==> config.mk <==
export PLATFORM = sky130hd
export DESIGN_NAME = step_ctrl_debounce_flat
export DESIGN_NICKNAME = d
export VERILOG_FILES = /design/src/rtl/step_ctrl_debounce_if.sv /design/src/rtl/step_ctrl_debounce.sv /design/src/flat_wrapper.sv
export SDC_FILE = /design/constraint.sdc
export NUM_CORES = 1
export LEC_CHECK = 0
export ABC_AREA = 1
export CAP_MARGIN = 20
export CELL_PAD_IN_SITES_DETAIL_PLACEMENT = 1
export CELL_PAD_IN_SITES_GLOBAL_PLACEMENT = 1
export CORE_UTILIZATION = 40
export DETAILED_ROUTE_END_ITERATION = 7
export PLACE_DENSITY = 0.73
export SYNTH_ARGS = -nofsm -noshare
export SYNTH_HDL_FRONTEND = slang
export SYNTH_SLANG_ARGS = --single-unit
==> constraint.sdc <==
create_clock -name clk_i -period 3.3 [get_ports clk_i]
set_input_delay 0.99 -clock clk_i [delete_from_list [all_inputs] [get_ports clk_i]]
set_output_delay 0.99 -clock clk_i [all_outputs]
set_load 0.01 [all_outputs]
==> src/rtl/step_ctrl_debounce_if.sv <==
// Button and step-strobe bundle between the board-facing controls and step_ctrl_debounce.
interface step_ctrl_debounce_if;
    // Strobe semantics: freq_up_o / freq_dwn_o are single-cycle, registered pulses with
    // no back-pressure. The consumer must act on every cycle a strobe is high. The two
    // strobes are never high together. The *_db_o levels are stable debounced states.
    logic       btn_up_i;
    logic       btn_dwn_i;
    logic       freq_up_o;
    logic       freq_dwn_o;
    logic       btn_up_db_o;
    logic       btn_dwn_db_o;
    logic [1:0] state_o;

    modport master (
        output btn_up_i, btn_dwn_i,
        input  freq_up_o, freq_dwn_o, btn_up_db_o, btn_dwn_db_o, state_o
    );

    modport slave (
        input  btn_up_i, btn_dwn_i,
        output freq_up_o, freq_dwn_o, btn_up_db_o, btn_dwn_db_o, state_o
    );
endinterface

==> src/rtl/step_ctrl_debounce.sv <==
// Button front-end for blink_led frequency stepping. The path is: sync, debounce,
// up/down arbitration with lock-out, and hold-to-repeat. It produces one-cycle strobes.
module step_ctrl_debounce #(
    parameter int CLK_FREQ         = 50000000,
    parameter int DEBOUNCE_US      = 10000,
    parameter int REPEAT_DELAY_US  = 500000,
    parameter int REPEAT_PERIOD_US = 100000,
    parameter int REPEAT_EN        = 1,
    parameter int BTN_ACTIVE_LOW   = 1
) (
    input logic                 clk_i,
    input logic                 arst_i,
    step_ctrl_debounce_if.slave bus
);
    localparam int CYC_PER_US = CLK_FREQ / 1000000;
    localparam int DB_CYC     = CYC_PER_US * DEBOUNCE_US;
    localparam int RD_CYC     = CYC_PER_US * REPEAT_DELAY_US;
    localparam int RP_CYC     = CYC_PER_US * REPEAT_PERIOD_US;
    localparam int RC_CYC     = (RD_CYC > RP_CYC) ? RD_CYC : RP_CYC;
    localparam int DB_W       = $clog2(DB_CYC + 1);
    localparam int RC_W       = $clog2(RC_CYC + 1);

    localparam logic [DB_W-1:0] DB_LAST = DB_W'(DB_CYC - 1);
    localparam logic [RC_W-1:0] RD_LAST = RC_W'(RD_CYC - 1);
    localparam logic [RC_W-1:0] RP_LAST = RC_W'(RP_CYC - 1);
    localparam logic [RC_W-1:0] RC_MAX  = RC_W'(RC_CYC);
    localparam logic            INV     = (BTN_ACTIVE_LOW != 0);
    localparam logic            REP_ON  = (REPEAT_EN != 0);

    if (DB_CYC < 1 || RD_CYC < 1 || RP_CYC < 1 || (CLK_FREQ % 1000000) != 0) begin : g_bad_params
        $error("step_ctrl_debounce: every cycle constant must be >= 1 and CLK_FREQ a multiple of 1 MHz");
    end

    typedef enum logic [1:0] {S_IDLE = 2'd0, S_UP = 2'd1, S_DWN = 2'd2, S_LOCK = 2'd3} state_t;

    // Index 0 is the "up" button and index 1 is the "down" button.
    logic [1:0]      raw;
    logic [1:0]      sync1_q, s_q;
    logic [1:0]      db_q, db_d, db_prev_q;
    logic [DB_W-1:0] dc_q [2];
    logic [DB_W-1:0] dc_d [2];
    logic [1:0]      rise;

    state_t          state_q, state_d;
    logic [RC_W-1:0] rc_q, rc_d;
    logic            per_q, per_d;   // 0: waiting out the initial delay, 1: periodic repeats
    logic            up_q, up_d, dwn_q, dwn_d;
    logic            rep_hit;
    logic [RC_W-1:0] rc_inc;

    assign raw = {bus.btn_dwn_i, bus.btn_up_i} ^ {INV, INV};

    // Two-flop synchroniser. After the inversion, s_q reads 1 when the button is pressed.
    always_ff @(posedge clk_i or posedge arst_i) begin
        if (arst_i) begin
            sync1_q <= '0;
            s_q     <= '0;
        end else begin
            sync1_q <= raw;
            s_q     <= sync1_q;
        end
    end

    // Debounce counters. A mismatch has to persist for DB_CYC edges before db follows.
    // The count is bounded by DB_LAST, so it can never wrap.
    always_comb begin
        db_d = db_q;
        for (int i = 0; i < 2; i++) begin
            dc_d[i] = dc_q[i];
            if (s_q[i] == db_q[i]) begin
                dc_d[i] = '0;
            end else if (dc_q[i] == DB_LAST) begin
                db_d[i] = s_q[i];
                dc_d[i] = '0;
            end else begin
                dc_d[i] = dc_q[i] + 1'b1;
            end
        end
    end

    // Debounced levels, their one-cycle-old copy used for press detection, and the counters.
    always_ff @(posedge clk_i or posedge arst_i) begin
        if (arst_i) begin
            db_q      <= '0;
            db_prev_q <= '0;
            dc_q[0]   <= '0;
            dc_q[1]   <= '0;
        end else begin
            db_q      <= db_d;
            db_prev_q <= db_q;
            dc_q[0]   <= dc_d[0];
            dc_q[1]   <= dc_d[1];
        end
    end

    assign rise    = db_q & ~db_prev_q;
    assign rep_hit = per_q ? (rc_q == RP_LAST) : (rc_q == RD_LAST);
    assign rc_inc  = (rc_q == RC_MAX) ? rc_q : rc_q + 1'b1;

    // Arbiter and repeat next state. A release or a second button takes priority over a
    // repeat that is due on the same edge, so that repeat is dropped.
    always_comb begin
        state_d = state_q;
        rc_d    = rc_q;
        per_d   = per_q;
        up_d    = 1'b0;
        dwn_d   = 1'b0;
        unique case (state_q)
            S_IDLE: begin
                if (rise[0] && db_q[1]) begin
                    state_d = S_LOCK;
                end else if (rise[1] && db_q[0]) begin
                    state_d = S_LOCK;
                end else if (rise[0]) begin
                    state_d = S_UP;
                    up_d    = 1'b1;
                    rc_d    = '0;
                    per_d   = 1'b0;
                end else if (rise[1]) begin
                    state_d = S_DWN;
                    dwn_d   = 1'b1;
                    rc_d    = '0;
                    per_d   = 1'b0;
                end
            end
            S_UP: begin
                if (db_q[1]) begin
                    state_d = S_LOCK;
                end else if (!db_q[0]) begin
                    state_d = S_IDLE;
                end else if (REP_ON && rep_hit) begin
                    up_d  = 1'b1;
                    rc_d  = '0;
                    per_d = 1'b1;
                end else begin
                    rc_d = rc_inc;
                end
            end
            S_DWN: begin
                if (db_q[0]) begin
                    state_d = S_LOCK;
                end else if (!db_q[1]) begin
                    state_d = S_IDLE;
                end else if (REP_ON && rep_hit) begin
                    dwn_d = 1'b1;
                    rc_d  = '0;
                    per_d = 1'b1;
                end else begin
                    rc_d = rc_inc;
                end
            end
            S_LOCK: begin
                if (db_q == 2'b00) state_d = S_IDLE;
            end
            default: state_d = S_IDLE;
        endcase
    end

    // Arbiter state, repeat timer, and the registered strobes.
    always_ff @(posedge clk_i or posedge arst_i) begin
        if (arst_i) begin
            state_q <= S_IDLE;
            rc_q    <= '0;
            per_q   <= 1'b0;
            up_q    <= 1'b0;
            dwn_q   <= 1'b0;
        end else begin
            state_q <= state_d;
            rc_q    <= rc_d;
            per_q   <= per_d;
            up_q    <= up_d;
            dwn_q   <= dwn_d;
        end
    end

    assign bus.freq_up_o    = up_q;
    assign bus.freq_dwn_o   = dwn_q;
    assign bus.btn_up_db_o  = db_q[0];
    assign bus.btn_dwn_db_o = db_q[1];
    assign bus.state_o      = state_q;
endmodule

==> src/flat_wrapper.sv <==
// flat-port wrapper written by rule: the top's interface ports become plain ports
module step_ctrl_debounce_flat 
#(
    parameter int CLK_FREQ         = 50000000,
    parameter int DEBOUNCE_US      = 10000,
    parameter int REPEAT_DELAY_US  = 500000,
    parameter int REPEAT_PERIOD_US = 100000,
    parameter int REPEAT_EN        = 1,
    parameter int BTN_ACTIVE_LOW   = 1
)
  (clk_i, arst_i, bus_btn_up_i, bus_btn_dwn_i, bus_freq_up_o, bus_freq_dwn_o, bus_btn_up_db_o, bus_btn_dwn_db_o, bus_state_o);
  step_ctrl_debounce_if bus_i ();
  input logic clk_i;
  input logic arst_i;
  input wire logic [$bits(bus_i.btn_up_i)-1:0] bus_btn_up_i;
  input wire logic [$bits(bus_i.btn_dwn_i)-1:0] bus_btn_dwn_i;
  output wire logic [$bits(bus_i.freq_up_o)-1:0] bus_freq_up_o;
  output wire logic [$bits(bus_i.freq_dwn_o)-1:0] bus_freq_dwn_o;
  output wire logic [$bits(bus_i.btn_up_db_o)-1:0] bus_btn_up_db_o;
  output wire logic [$bits(bus_i.btn_dwn_db_o)-1:0] bus_btn_dwn_db_o;
  output wire logic [$bits(bus_i.state_o)-1:0] bus_state_o;
  assign bus_i.btn_up_i = bus_btn_up_i;
  assign bus_i.btn_dwn_i = bus_btn_dwn_i;
  assign bus_freq_up_o = bus_i.freq_up_o;
  assign bus_freq_dwn_o = bus_i.freq_dwn_o;
  assign bus_btn_up_db_o = bus_i.btn_up_db_o;
  assign bus_btn_dwn_db_o = bus_i.btn_dwn_db_o;
  assign bus_state_o = bus_i.state_o;
  step_ctrl_debounce #(.CLK_FREQ(CLK_FREQ), .DEBOUNCE_US(DEBOUNCE_US), .REPEAT_DELAY_US(REPEAT_DELAY_US), .REPEAT_PERIOD_US(REPEAT_PERIOD_US), .REPEAT_EN(REPEAT_EN), .BTN_ACTIVE_LOW(BTN_ACTIVE_LOW)) u_core (.clk_i(clk_i), .arst_i(arst_i), .bus(bus_i));
endmodule
==> results of run 1 <==
-- power groups by stage --
stage | Clock [mW] | Sequential (mW) | Combinational [mW]
2_1_floorplan | 0 | 0.962 | 0.0314
4_1_cts | 0.981 | 0.947 | 0.0524
6_report | 0.947 | 0.948 | 0.0495
5_1_grt | 1.01 | 0.948 | 0.0592
3_5_place_dp | 0 | 0.964 | 0.0521
3_3_place_gp | 0 | 0.964 | 0.0500
-- per-layer routing --
metal | track usage, % | up-vias | wire [um] | part of all wire (%)
met4 | 8.92 | 0 | 202 | 1.7
met5 | 0 | - | 0 | 0
met1 | 27.9 | 2025 | 5720 | 47
met2 | 36.2 | 38 | 5850 | 49
met3 | 3.12 | 14 | 274 | 2.3
li1 | - | 2073 | - | -
-- flip-flops by register name, indices dropped and copies added (netlist names) --
| name | flops |
|---|---|
| u_core.db_prev_q | 2 |
| u_core.bus.state_o | 2 |
| u_core.db_q | 2 |
| u_core.dc_q | 38 |
| u_core.rc_q | 25 |
| u_core.per_q | 1 |
| u_core.s_q | 2 |
| u_core.sync1_q | 2 |
| u_core.bus.freq_dwn_o | 1 |
| u_core.bus.freq_up_o | 1 |
-- Yosys cell counts (2+ instances only) --
cell / count
a21oi_1: 10
a31oi_1: 3
buf_2: 2
buf_4: 2
buf_6: 2
clkinv_1: 2
dfrtp_1: 76
ha_1: 10
inv_1: 83
inv_2: 3
nand2_1: 154
nand2_2: 25
nand2_4: 2
nand3_1: 43
nand3_2: 5
nand3b_1: 4
nand4_1: 23
nor2_1: 109
nor2_2: 6
nor2_4: 3
nor3_1: 20
nor3b_1: 4
o21ai_0: 11
xnor2_1: 4
xor2_1: 32
-- through the flow --
stage	std cells	hold slack, ns
final	811	0.353
after global routing	811	0.366
after CTS	811	0.355
after detailed placement	795	0.342
after global placement	795	0.337
after floorplan	649	0.331
-- final timing paths --
kind	startpoint	end	slack, ns	depth (start not counted)
worst max-delay path	u_core.db_q[0]	bus_btn_up_db_o	0.68	1
worst min-delay path	u_core.sync1_q[0]	u_core.s_q[0]	0.35	0
worst max register to register	u_core.bus.state_o[0]	u_core.rc_q[4]	1.03	9
worst min register to register	u_core.sync1_q[0]	u_core.s_q[0]	0.35	0
max in group asynchronous	arst_i	u_core.dc_q[8]	1.62	3
min in group asynchronous	arst_i	u_core.sync1_q[0]	1.05	2
-- final cells by class --
type / instances / area (sq um) / area share (%)
Sequential cell: 76 / 1900 / 36.0
Tap cell: 143 / 179 / 3.39
Inverter: 88 / 332 / 6.28
Timing Repair Buffer: 10 / 110 / 2.09
Clock buffer: 15 / 278 / 5.26
Multi-Input combinational cell: 478 / 2470 / 46.8
Clock inverter: 1 / 5.00 / 0.0949
-- logic make-up after synthesis --
| logic type | count (synthesis) |
|---|---|
| AO/OA/AOI/OAI | 29 |
| XOR/XNOR | 36 |
| adder cells (fa/ha/maj) | 10 |
| buffers and inverters | 95 |
| flip-flops | 76 |
| AND/OR/NAND/NOR | 403 |
==> results.tsv, run 1 <==
stage	metric	value	unit
die	die height	111	um
route	DRC	0	
setup_path	critical path's slowest cell	clkdlybuf4s50_1	
route	drt via density	5.12	
clocking	Clk pin slew, worst setup/hold paths	0.05	ns
power_and_ir_drop	Gate power share	2.5	%
setup_path	Worst Path Max Fanout	14	
die	die area	0.0124	sq mm
cells_and_area	commonest cells after routing, fill and taps aside	nand2_1 (154), nor2_1 (109), inv_1 (82)	
sta	Max Slew Vio Count	0	
synthesis	largest family of logic cells by synthesized area	simple AND/OR/NAND/NOR gates	
power_and_ir_drop	cell area power density	368	mW/mm^2
synthesis	post-synth cell types	36	
cells_and_area	Layout area overhead	10.6	%
power_and_ir_drop	clock power share	48.7	%
clocking	Clock Sink Count	76	
global_route	Remaining Overflow, GRT	0	
sta	Final Hold Fails	0	
worst_hold_path	HP Class	reg2reg	
clocking	CTS tree	done	
setup_path	critical-path cell list	clkdlybuf4s50_1	
setup_path	CP Launch Type	register	
clocking	cts repair resizes	0	
clocking	worst-case clock buffer depth	2	
setup_path	crit-path max cell delay	0.66	ns
cells_and_area	ANT cells	0	
setup_path	worst setup path class	reg2out	
sta	Worst Clk Skew	0.00751	ns
synthesis	FFs w/ async S/R, synth	100	%
cells_and_area	# nets final	677	
cells_and_area	Final Cell Area	0.00528	sq mm
synthesis	mux share of post-synthesis cell area	0	%
synthesis	Synth top area share	39.9	%
cells_and_area	share of layout cells above drive strength 1	9.43	%
die	Initial Utilization	41.4	%
setup_path	crit path buf inv count	1	
sta	fin worst setup slack	0.685	ns
power_and_ir_drop	Switch Pwr	0.420	mW
route	routed wire length	12000	um
sta	fin crit period	2.62	ns
global_route	Total Routing Usage GR	21.6	%
synthesis	simple-gate share of the synthesized area	39.2	%
job	max cap viols	0	
power_and_ir_drop	part of the power in registers	48.7	%
global_route	first-pass GRT wire length	21200	um
synthesis	Syn Area/Cell	7.35	sq um
power_and_ir_drop	Sw Ratio	21.6	%
global_route	initial antenna violation count	0	
cells_and_area	leading cell type in the layout, fill and taps excluded	nand2_1	
die	core area	0.0115	sq mm
route	Routed wire per std cell	14.9	um
synthesis	ys flop type	dfrtp_1	
synthesis	Mapped Cells	649	
synthesis	Synth Area in Compound Gates	3.38	%
synthesis	Synth Net Count	663	
synthesis	XOR/XNOR Fraction of Synth Area	6.61	%
clocking	hold_buf cts	0	
placement	Setup WS pre-CTS	1.01	ns
synthesis	Seq/Total Area, Yosys	39.9	%
synthesis	EDFF count, synth	0	
setup_path	CP arrival	1.63	ns
power_and_ir_drop	Static Leak	2.34	nW
sta	Fin Setup TNS	0	ns
clocking	# H-tree levels	3	
sta	Fmax	0.382	GHz
cells_and_area	# fillers	1454	
sta	RSZ-0062 raised after global routing	no	
sta	Slew @ Worst Pin	0.800	ns
placement	PortBufs	9	
setup_path	WP data required	2.31	ns
clocking	Post-CTS Setup Inserts	0	
die	# rows	39	
clocking	Num CTS Buffers	9	
synthesis	largest cells by area after synthesis	dfrtp_1 (40%), nand2_1 (12%), nor2_1 (8.6%), inv_1 (6.5%), xor2_1 (5.9%)	
synthesis	Post-Synth Adder-Cell Area	2.62	%
clocking	CTS Root Cell	clkbuf_16	
route	via count	4150	
placement	Final HPWL DP	8940	um
placement	Placer Congestion	0.874	
sta	Final setup viols	0	
die	Die W	111	um
setup_path	Crit path max-delay family	buffers and inverters	
status	status	finished, final reports clean	
synthesis	Seq cells post-synth	76	
route	Initial DRC Count	152	
global_route	number of global-route vias before repair	4373	
synthesis	area leader, netlist	dfrtp_1	
route	DR pass1 iterations	4	
route	Routed Antenna Nets	0	
power_and_ir_drop	Max IR drop VDD	0.257	mV
sta	relative slew slack	46.5	%
sta	period utilisation layout	79.2	%
synthesis	mapped cell area	0.00477	sq mm
die	I/O pin cnt	10	
cells_and_area	Util after Layout	45.8	%
clocking	clock latency on the worst-skew pair	0.34	ns
global_route	largest net degree at the start of global routing	45	
power_and_ir_drop	internal power	1.52	mW
synthesis	Ys Warns	0	
power_and_ir_drop	PnR Total Power	1.94	mW
setup_path	CP endpoint kind	output pin	
placement	Post-DP Area	0.00499	sq mm
Power figures use the tool's default switching activity.
==> run 2, diff against run 1 <==
Settings changed: PLACE_DENSITY 0.73 to 0.75.
Clock period 3.3 ns to 2.2 ns, I/O delays scaled along.
==> run 2 against run 1 <==
  * Combinational power is 56% higher
  * Non-clock buffer count is 6 higher
  * Routed wire length increased by 1.8%
  * Core utilization up 0.83 points
  * Clock power grew 68%
  * Largest power group is now clock
==> results.tsv, run 2 (synthesized netlist as in run 1, its figures left out) <==
stage	metric	value	unit
route	via count	4185	
clocking	Post-CTS Setup Inserts	0	
job	max cap viols	0	
clocking	worst-case clock buffer depth	2	
setup_path	CP startpoint	u_core.db_q[1]	
global_route	Remaining Overflow, GRT	0	
die	die area	0.0124	sq mm
placement	Post-DP Area	0.00505	sq mm
setup_path	worst setup path class	reg2out	
route	routed wire length	12300	um
clocking	Clock Sink Count	76	
global_route	largest net degree at the start of global routing	34	
sta	period utilisation layout	96.0	%
sta	relative slew slack	70.9	%
clocking	clock latency on the worst-skew pair	0.35	ns
setup_path	Worst Path Max Fanout	14	
setup_path	worst r2r src	u_core.bus.state_o[0]	
setup_path	CP endpoint kind	output pin	
global_route	Total Routing Usage GR	22.0	%
power_and_ir_drop	Sw Ratio	21.6	%
die	core area	0.0115	sq mm
route	Initial DRC Count	196	
cells_and_area	Layout area overhead	12.6	%
placement	PortBufs	9	
setup_path	crit path buf inv count	1	
clocking	# H-tree levels	3	
cells_and_area	# nets final	683	
cells_and_area	share of layout cells above drive strength 1	11.0	%
cells_and_area	Reg with most FFs	u_core.dc_q	
die	# rows	39	
setup_path	critical path's slowest cell	clkdlybuf4s50_1	
power_and_ir_drop	internal power	2.42	mW
sta	Slew @ Worst Pin	0.435	ns
sta	Worst Clk Skew	0.00876	ns
setup_path	Crit path max-delay family	buffers and inverters	
global_route	first-pass GRT wire length	21600	um
setup_path	CP Launch Type	register	
sta	Final Hold Fails	0	
route	drt via density	5.13	
die	I/O pin cnt	10	
setup_path	crit-path max cell delay	0.61	ns
setup_path	CP arrival	1.45	ns
power_and_ir_drop	Switch Pwr	0.666	mW
sta	Hold Slack	0.348	ns
placement	Placer Congestion	0.901	
power_and_ir_drop	PnR Total Power	3.09	mW
setup_path	WP data required	1.54	ns
power_and_ir_drop	part of the power in registers	46.0	%
worst_hold_path	HP Class	reg2reg	
route	Routed wire per std cell	15.0	um
clocking	CTS tree	done	
die	die height	111	um
die	Initial Utilization	41.4	%
cells_and_area	ANT cells	0	
placement	Setup WS pre-CTS	0.181	ns
power_and_ir_drop	Gate power share	2.5	%
cells_and_area	commonest cells after routing, fill and taps aside	nand2_1 (154), nor2_1 (108), inv_1 (82)	
power_and_ir_drop	cell area power density	575	mW/mm^2
route	Routed Antenna Nets	0	
cells_and_area	Final Cell Area	0.00537	sq mm
cells_and_area	max reg flops	38	
setup_path	critical-path cell list	clkdlybuf4s50_1	
route	DR pass1 iterations	4	
clocking	CTS Root Cell	clkbuf_16	
route	DRC	0	
sta	RSZ-0062 raised after global routing	no	
clocking	Num CTS Buffers	9	
sta	Fin Setup TNS	0	ns
global_route	number of global-route vias before repair	4506	
sta	Final setup viols	0	
status	status	finished, final reports clean	
power_and_ir_drop	clock power share	51.5	%
die	Die W	111	um
worst_hold_path	Hold Startpoint	u_core.sync1_q[0]	
cells_and_area	leading cell type in the layout, fill and taps excluded	nand2_1	
cells_and_area	Largest regs	u_core.dc_q: 38 flops, u_core.rc_q: 25 flops	
sta	fin crit period	2.11	ns
global_route	initial antenna violation count	0	
sta	fin worst setup slack	0.0883	ns
sta	Fmax	0.474	GHz
power_and_ir_drop	Max IR drop VDD	0.388	mV
clocking	Clk pin slew, worst setup/hold paths	0.06	ns
sta	Max Slew Vio Count	0	
placement	Final HPWL DP	9390	um
power_and_ir_drop	Static Leak	2.39	nW
[run 2: cell count changes in the layout (fill, tap and decap cells not counted)]
| cell | before | now |
|---|---|---|
| buf_12 | 1 | 2 |
| buf_4 | 0 | 5 |
| bufinv_16 | 0 | 2 |
| clkbuf_1 | 3 | 0 |
| clkbuf_8 | 3 | 0 |
| clkinv_4 | 0 | 1 |
| clkinvlp_4 | 0 | 1 |
| dfrtp_1 | 76 | 74 |
| dfrtp_2 | 0 | 2 |
| inv_6 | 0 | 1 |
| nor2_1 | 109 | 108 |
| nor2_2 | 6 | 7 |
[run 2: final cells by class]
class	count	area, sq um
Sequential cell	76	1900
Multi-Input combinational cell	478	2470
Tap cell	143	179
Inverter	88	334
Clock inverter	6	87.6
Fill cell	1475	6140
Clock buffer	9	225
Timing Repair Buffer	16	168
[run 2: path summary, 6_finish.rpt]
path,cells after the start,slack (ns),endpoint
min in group asynchronous,2,0.65,u_core.dc_q[14]
hold reg to reg,0,0.35,u_core.s_q[0]
setup / recovery,1,0.09,bus_btn_dwn_db_o
max in group asynchronous,3,1.07,u_core.rc_q[15]
setup reg to reg,9,0.27,u_core.rc_q[8]
hold / removal,0,0.35,u_core.s_q[0]
[run 2: per-stage QoR]
stage	util, %	instances
detailed placement	43.9	801
global route	46.6	816
global placement	43.9	801
floorplan	-	649
CTS	46.6	816
finish	46.6	816
[run 2: repair_timing]
action / 4_1_cts / 5_1_grt
hold buffers: 0 / 0
gates resized for setup: 1 / 2
setup endpoints to repair: 1 / 6
pin swaps: 0 / 0
[run 2: per-layer routing]
layer	vias to the layer above	share of wire, %	track usage [%]
li1	2075	-	-
met1	2049	44	26.5
met2	40	51	38.5
met3	21	2.5	5.25
met4	0	2.0	7.03
met5	-	0	0
[run 2: power groups by stage]
stage / sequential (mW) / clock (mW) / combinational (mW)
after floorplan: 1.44 / 0 / 0.0475
after global placement: 1.45 / 0 / 0.0790
after detailed placement: 1.45 / 0 / 0.0810
after CTS: 1.42 / 1.64 / 0.0813
after global routing: 1.42 / 1.68 / 0.0937
final: 1.42 / 1.59 / 0.0772
==> run 3, diff against run 2 <==
Settings changed: SETUP_SLACK_MARGIN from default to 0.05.
==> run 3 against run 2 <==
  * Via count increased by 0.74%
  * First-iteration DRC count decreased by 5.1%
  * Final area increased by 0.44%
  * Sequential share of layout area decreased by 0.13 points
  * Total power about the same
  * Critical path depth unchanged
  * Clock-buffer cell count unchanged
  * Hold slack about the same
  * Clock power about the same
==> results.tsv, run 3 (synthesized netlist as in run 1, its figures left out) <==
stage	metric	value	unit
status	status	finished, final reports clean	
placement	Placer Congestion	0.901	
global_route	Remaining Overflow, GRT	0	
cells_and_area	Multi-input gate area	0.00247	sq mm
sta	fin crit period	2.01	ns
clocking	CTS Root Cell	clkbuf_16	
setup_path	CP arrival	1.35	ns
clocking	worst-case clock buffer depth	2	
die	Initial Utilization	41.4	%
clocking	# H-tree levels	3	
route	Routed wire per std cell	15.1	um
die	die height	111	um
cells_and_area	ANT cells	0	
sta	Max Slew Vio Count	0	
sta	Hold Slack	0.348	ns
placement	Final HPWL DP	9390	um
cells_and_area	# fillers	1475	
power_and_ir_drop	Static Leak	2.40	nW
cells_and_area	commonest cells after routing, fill and taps aside	nand2_1 (154), nor2_1 (108), inv_1 (82)	
setup_path	critical-path cell list	clkdlybuf4s50_1	
global_route	first-pass GRT wire length	21600	um
setup_path	WP data required	1.54	ns
global_route	largest net degree at the start of global routing	34	
sta	Worst Clk Skew	0.00909	ns
route	Initial DRC Count	186	
sta	Final Hold Fails	0	
sta	Fin Setup TNS	0	ns
clocking	clock latency on the worst-skew pair	0.35	ns
setup_path	worst setup path class	reg2out	
global_route	initial antenna violation count	0	
cells_and_area	Largest regs	u_core.dc_q: 38 flops, u_core.rc_q: 25 flops	
die	Die W	111	um
setup_path	critical path's slowest cell	clkdlybuf4s50_1	
cells_and_area	flip-flop and latch area	0.00191	sq mm
route	Routed Antenna Nets	0	
clocking	Num CTS Buffers	9	
sta	RSZ-0062 raised after global routing	no	
sta	Fmax	0.498	GHz
route	DRC	0	
cells_and_area	max reg flops	38	
sta	relative slew slack	70.9	%
worst_hold_path	HP Class	reg2reg	
placement	PortBufs	9	
route	DR pass1 iterations	4	
setup_path	crit-path max cell delay	0.59	ns
die	die area	0.0124	sq mm
global_route	number of global-route vias before repair	4506	
sta	period utilisation layout	91.3	%
clocking	CTS tree	done	
job	max cap viols	0	
cells_and_area	Reg with most FFs	u_core.dc_q	
sta	Final setup viols	0	
route	drt via density	5.15	
route	via count	4216	
cells_and_area	Util after Layout	46.8	%
sta	Slew @ Worst Pin	0.435	ns
clocking	Clk pin slew, worst setup/hold paths	0.06	ns
cells_and_area	share of layout cells above drive strength 1	11.5	%
die	core area	0.0115	sq mm
die	# rows	39	
setup_path	Worst Path Max Fanout	5	
cells_and_area	leading cell type in the layout, fill and taps excluded	nand2_1	
setup_path	CP endpoint kind	output pin	
cells_and_area	# nets final	686	
setup_path	Crit path max-delay family	buffers and inverters	
clocking	Clock Sink Count	76	
setup_path	CP Launch Type	register	
route	routed wire length	12400	um
power_and_ir_drop	cell area power density	572	mW/mm^2
global_route	Total Routing Usage GR	22.0	%
power_and_ir_drop	Max IR drop VDD	0.388	mV
die	I/O pin cnt	10	
cells_and_area	Layout area overhead	13.1	%
setup_path	crit path buf inv count	1	
## run 3: cell types whose count changed in the layout (fill, tap and decap cells not counted), sizes merged
cell / previous run / this run
buf: 7 / 10
## run 3: power breakdown
part           internal (mW)  leakage, nW  switching, mW
clock network          0.988        0.156          0.602
logic                 0.0226         1.20         0.0546
registers               1.41         1.04         0.0101
## run 3: layer usage
| metal | global-route usage [%] | up-vias | share of wire [%] |
|---|---|---|---|
| met5 | 0 | - | 0 |
| met4 | 7.03 | 0 | 2.1 |
| met3 | 5.25 | 23 | 2.6 |
| met2 | 38.5 | 51 | 51 |
| met1 | 26.5 | 2060 | 44 |
| li1 | - | 2082 | - |
## run 3: path summary, 6_finish.rpt
kind	from	to	slack (ns)	cells after the start
min in group asynchronous	arst_i	u_core.dc_q[14]	0.65	2
hold / removal	u_core.sync1_q[0]	u_core.s_q[0]	0.35	0
hold reg to reg	u_core.sync1_q[0]	u_core.s_q[0]	0.35	0
setup reg to reg	u_core.bus.state_o[1]	u_core.rc_q[16]	0.28	9
max in group asynchronous	arst_i	u_core.rc_q[15]	1.07	3
setup / recovery	u_core.db_q[0]	bus_btn_up_db_o	0.19	1
## run 3: area by class of cell
cell class                      instances  share of cell area (%)
Inverter                               88                    6.19
Multi-Input combinational cell        478                    45.8
Clock buffer                            9                    4.17
Tap cell                              143                    3.32
Clock inverter                          6                    1.62
Sequential cell                        76                    35.3
Timing Repair Buffer                   19                    3.53
## run 3: repair_timing
action	in CTS	in global routing
setup buffers	0	3
endpoints found under the setup margin	1	8
resized for setup	1	3
hold buffers	0	0
## run 3: through the flow
stage / power (mW) / instances / instance area, sq um / setup slack, ns
final: 3.09 / 819 / 5400 / 0.192
after global routing: 3.20 / 819 / 5400 / 0.0536
after CTS: 3.14 / 816 / 5370 / 0.0727
after detailed placement: 1.53 / 801 / 5050 / 0.181
after global placement: 1.52 / 801 / 5050 / 0.321
after floorplan: 1.49 / 649 / 4770 / 0.340
==> RTL change 1: new RTL, flow settings as in run 3 <==
`CLK_FREQ` is set to 50000000 in 2 places; all go to 100000000.
--- a/src/rtl/step_ctrl_debounce.sv
+++ b/src/rtl/step_ctrl_debounce.sv
@@ -2,5 +2,5 @@
 // up/down arbitration with lock-out, and hold-to-repeat. It produces one-cycle strobes.
 module step_ctrl_debounce #(
-    parameter int CLK_FREQ         = 50000000,
+    parameter int CLK_FREQ         = 100000000,
     parameter int DEBOUNCE_US      = 10000,
     parameter int REPEAT_DELAY_US  = 500000,
--- a/src/flat_wrapper.sv
+++ b/src/flat_wrapper.sv
@@ -2,5 +2,5 @@
 module step_ctrl_debounce_flat 
 #(
-    parameter int CLK_FREQ         = 50000000,
+    parameter int CLK_FREQ         = 100000000,
     parameter int DEBOUNCE_US      = 10000,
     parameter int REPEAT_DELAY_US  = 500000,
Function: no difference found for any inputs over 10 cycles, from zero or initial values and one cycle with arst_i high; that may be too few to reach the edited logic, so the function may still have changed.
==> RTL change 1 against run 3 <==
Worst setup slack got worse by 0.040 ns; via count increased by 6.6%; final area increased by 2.3%; hold slack better by 0.0012 ns; power decreased by 4.3%; clock skew up 0.00079 ns; final cell count rose by 4.2%; routed wire length up 8.4%; combinational power increased by 6.5%; synthesized area increased by 1.3%; sequential cell count increased by 3; sequential share of layout area increased by 0.55 points; count of clock-buffer cells in the layout up 1; critical path type unchanged; largest cell class unchanged.
==> RTL change 1: results (changes against run 3) <==
The area fraction of the dominant cell type after synthesis is 0.409 (+0.0103), and the placement-stage worst setup slack is -0.0198 ns (-0.201 ns). The initial DRC count is 203 (+9.1%), and the largest voltage drop on the vdd net is 0.000283 V (-27%). The count of plain and timing-repair buffers works out to 34 (+15). The largest single stage delay on the critical path is 0.58 ns. The largest buffer count on any clock path is 2 (unchanged). The flow ran to the end, and the final reports show no timing, DRC or antenna violations. The fraction of area in clock buffers and inverters works out to 0.0497 (-0.00832).

The number of multi-input logic gates came out at 504 (+5.4%). The placement-stage cell area is 5210 um2 (+3.0%), and the number of global-route vias before repair is 4791 (+6.3%). The non-clock buffering overhead in the final layout is 0.0571 (+0.0219), and the mean instance size in the synthesized netlist is 7.15 um2 (-2.7%). The most common cell in the synthesized netlist is nand2_1. The via count normalized by instance count was 5.27 (+2.3%); the share of async-settable or async-resettable flops after synthesis was 1.00 (unchanged). The logs give 23.2 mm (+7.0%) for the first-pass GRT wire length and 853 (+4.2%) for the final non-filler cell total.

For the total global-route track usage, the log shows 0.233 (+0.0135). The diode insertion count for antenna repair was 0 (unchanged); the number of inverters outside the clock class in the layout was 78 (-11%). The logs give 0.409 (+0.0103) for the portion of the post-synthesis area used by sequential elements and 13.4 mm (+8.4%) for the overall routed net length. The run gives 10 (+1) as the count of clock buffers in the final design.

The pin count of the biggest net entering global routing was 41 (+21%). The share of cells above drive strength 1 was 0.0887 (-0.0267). The logs give 2.51 nW (+4.5%) for the reported leakage power and 0.00988 ns (+0.000787 ns) for the final setup skew. The worst hold-check path type was reg -> reg. The number of different library cells in the post-synthesis netlist was 40 (+11%). In the final layout, the registers with the most flip-flops are u_core.dc_q: 40 flops, u_core.rc_q: 26 flops. The sum of net half-perimeters after detailed placement was 10.2 mm (+9.1%). The measured slew at the worst slew-check pin came out at 0.685 ns (+0.250 ns). Yosys attributes the largest share of cell area to dfrtp_1 41%, nand2_1 14%, nor2_1 9.2%, nand3_1 7.8%, inv_1 5.7%. The net count after synthesis is 690 (+4.1%). The run gives 834 (+4.1%) as the placed cell count.

The sequential share of cell area came out at 0.359 (+0.00553). The run gives 0.862 (-4.3%) as the final weighted congestion of routability-driven global placement. The area enclosed by the die boundary is 12500 um2 (+1.3%), and the net count of the finished layout is 720 (+5.0%). Count of filler cells inserted in the layout: 1517 (+2.8%). Among cell families on the critical path, the largest total delay comes from buffers and inverters. Counting instances in the post-synthesis netlist gives the leading cell types as 180 x nand2_1, 119 x nor2_1, 79 x dfrtp_1, 75 x nand3_1, 74 x inv_1. The logs give 79 (+3.9%) for the sequential cell count and 0.475 (+0.00662) for the utilization after layout.

The largest driver fanout on the critical path was 10 (+5); the total of buffers placed on input and output ports was 9 (unchanged). Power spent charging and discharging nets: 674 uW (+1.1%). The share of the final layout cell area in multi-input gates is 0.448 (-0.0106), and the data arrival time of the critical path is 1.39 ns (+0.04 ns).
-- RTL change 1: cell families (layout without fill, tap and decap cells) --
kind of cell / Yosys count / count (layout) / share of synthesized area
AO/OA/AOI/OAI: 34 / 34 / 0.0380
adder cells (fa/ha/maj): 10 / 10 / 0.0259
buffers and inverters: 93 / 127 / 0.0807
XOR/XNOR: 33 / 33 / 0.0598
flip-flops: 79 / 79 / 0.409
AND/OR/NAND/NOR: 426 / 426 / 0.384
multiplexers: 1 / 1 / 0.00233
-- RTL change 1: routing by layer --
layer	up-vias	wire length (um)	GRT usage
met5	-	0	0
met4	0	236	0.0916
met3	15	379	0.0245
met2	62	6530	0.397
met1	2225	6280	0.305
li1	2191	-	-
-- RTL change 1: worst paths after layout --
path                                             from          endpoint  slack, ns  cells after the start
worst max-delay path                   u_core.db_q[1]  bus_btn_dwn_db_o       0.15                      1
worst max register to register  u_core.bus.state_o[0]   u_core.rc_q[20]       0.22                     11
min in group asynchronous                      arst_i    u_core.dc_q[2]       0.59                      2
worst min register to register      u_core.sync1_q[1]     u_core.s_q[1]       0.35                      0
worst min-delay path                u_core.sync1_q[1]     u_core.s_q[1]       0.35                      0
max in group asynchronous                      arst_i    u_core.db_q[0]       1.14                      3
-- RTL change 1: power groups by stage --
stage	clock network, mW	logic, mW	registers, mW
floorplan	0	0.0484	1.50
global placement	0	0.0830	1.50
detailed placement	0	0.0865	1.50
CTS	1.43	0.0868	1.47
global route	1.50	0.0960	1.47
finish	1.40	0.0822	1.47
-- RTL change 1: timing repair --
item,4_1_cts,5_1_grt
pin swaps,0,1
setup buffers,0,4
gates resized for setup,2,1
endpoints found under the setup margin,13,24
==> RTL change 2: new RTL, settings of run 3 <==
Without the edit above. Take the reset off `rc_q` and load it in a clocked block of its own.
--- a/src/rtl/step_ctrl_debounce.sv
+++ b/src/rtl/step_ctrl_debounce.sv
@@ -161,5 +161,4 @@
         if (arst_i) begin
             state_q <= S_IDLE;
-            rc_q    <= '0;
             per_q   <= 1'b0;
             up_q    <= 1'b0;
@@ -167,9 +166,12 @@
         end else begin
             state_q <= state_d;
-            rc_q    <= rc_d;
             per_q   <= per_d;
             up_q    <= up_d;
             dwn_q   <= dwn_d;
         end
+    end
+
+    always_ff @(posedge clk_i) begin
+        rc_q <= rc_d;
     end
 
Behaviour: no difference found for any inputs over 10 cycles, from zero or initial values and one cycle with arst_i high; that may be too few to reach the edited logic, so the function may still have changed.
==> RTL change 2 against run 3 <==
Sequential cell count unchanged; via count decreased by 1.6%; global-route usage increased by 0.96 points; synthesized area shrank 2.4%; power up 5.2%; worst setup slack got worse by 0.050 ns; utilization barely moved; final area is 1.3% lower; routed wire length grew 1.2%; sequential share of layout area up 2.7 points; critical path type unchanged; highest routed layer unchanged.
==> RTL change 2: results (changes against run 3) <==
The run gives 0.390 (+0.00515) as the met2 routing resource usage after global routing. The logs give 4148 (-1.6%) for the total number of vias and 649 (-2.1%) for the net count after synthesis. The post-synthesis xor/xnor area fraction is 0.0583 (-0.00780). Final worst slack: 0.141 ns (-0.0502 ns). Counting instances in the post-synthesis netlist gives the leading cell types as 138 x nand2_1, 136 x nor2_1, 93 x inv_1, 51 x dfrtp_1, 48 x nand3_1. The detail-routed net length per standard cell works out to 15.5 um (+2.7%). The placement-stage worst setup slack is 0.149 ns (-0.0323 ns), and the routing usage on met3 is 0.0302 (-0.0223). The adder and majority cell fraction of the synthesized area is 0.0242 (-0.00205), and the net count of the finished layout is 672 (-2.0%). The run gives 9.47 mm (+0.82%) as the sum of net half-perimeters after detailed placement. The tools report the met1 track utilization from global routing as 0.284 (+0.0195). The count of flip-flops with a built-in enable after synthesis came out at 25 (+25). The worst hold margin is 0.349 ns (+0.00104 ns).

The reg-to-reg critical path endpoint was u_core.rc_q[23]. The largest driver fanout on the critical path came out at 10 (+5). The count of filler cells inserted in the layout was 1450 (-1.7%); the initial DRC count was 141 (-24%). The tools report the first-pass GRT wire length as 20.8 mm (-4.0%). The largest voltage drop on the vdd net is 0.000384 V (-1.0%), and the power density of the placed cells is 610 nW/um2 (+6.6%). For the total chip power, the log shows 3.25 mW (+5.2%). Share of cells above drive strength 1: 0.0708 (-0.0446). For the data arrival time of the critical path, the log shows 1.40 ns (+0.05 ns). For the placed cell count, the log shows 791 (-1.2%).

The run gives 27 (-21%) as the pin count of the biggest net entering global routing. Ranked by total cell area, the synthesized netlist is headed by dfrtp_1 27%, edfxtp_1 16%, nand2_1 11%, nor2_1 11%, inv_1 7.5%. The tools report the final setup skew as 0.00752 ns (-0.00157 ns). The register-to-register setup slack is 0.23 ns (-0.05 ns).

The final weighted congestion of routability-driven global placement came out at 0.831 (-7.8%). The worst register-to-register path begins at u_core.rc_q[0]. Overall routed net length: 12.5 mm (+1.2%).

The run finished with clean final reports. The depth of the worst register-to-register path is 8 (-1), and the portion of the post-synthesis area used by sequential elements is 0.435 (+0.0365). The run gives 0.686 (-0.0226) as the worst relative slew slack.

The logs give 636 (-2.0%) for the post-synthesis instance total and 6.27 mm (-1.3%) for the met2 layer wire length in the routed design. The total global-route track usage is 0.229 (+0.00960). The reported leakage power came out at 2.48 nW (+3.1%). For the clock network fraction of total power, the log shows 0.524 (+0.009).

The total met3 wirelength after detailed routing is 215 um (-33%).
## RTL change 2: cell count changes in the layout (fill, tap and decap cells not counted), moves of 5 or more
cell	change
nor2_1	+27
edfxtp_1	+25
nand2_2	-25
dfrtp_1	-23
nand2_1	-16
inv_1	+10
nor2_2	+9
nor3_1	+7
nand4_1	-6
nand3_1	+5
xor2_1	-5
## RTL change 2: area by class of cell
class / instances / share of cell area
Inverter: 95 / 0.0669
Tap cell: 143 / 0.0336
Clock inverter: 6 / 0.0193
Multi-Input combinational cell: 459 / 0.420
Clock buffer: 10 / 0.0430
Timing Repair Buffer: 18 / 0.0366
Sequential cell: 76 / 0.381
## RTL change 2: cells by family after synthesis
logic type,count (synthesis)
buffers and inverters,101
adder cells (fa/ha/maj),9
AND/OR/NAND/NOR,390
XOR/XNOR,31
flip-flops,76
AO/OA/AOI/OAI,29
## RTL change 2: timing repair
item                                   CTS  global route
gates resized for setup                  1             1
hold buffers                             0             0
endpoints found under the hold margin    0             0
setup endpoints to repair                1            15
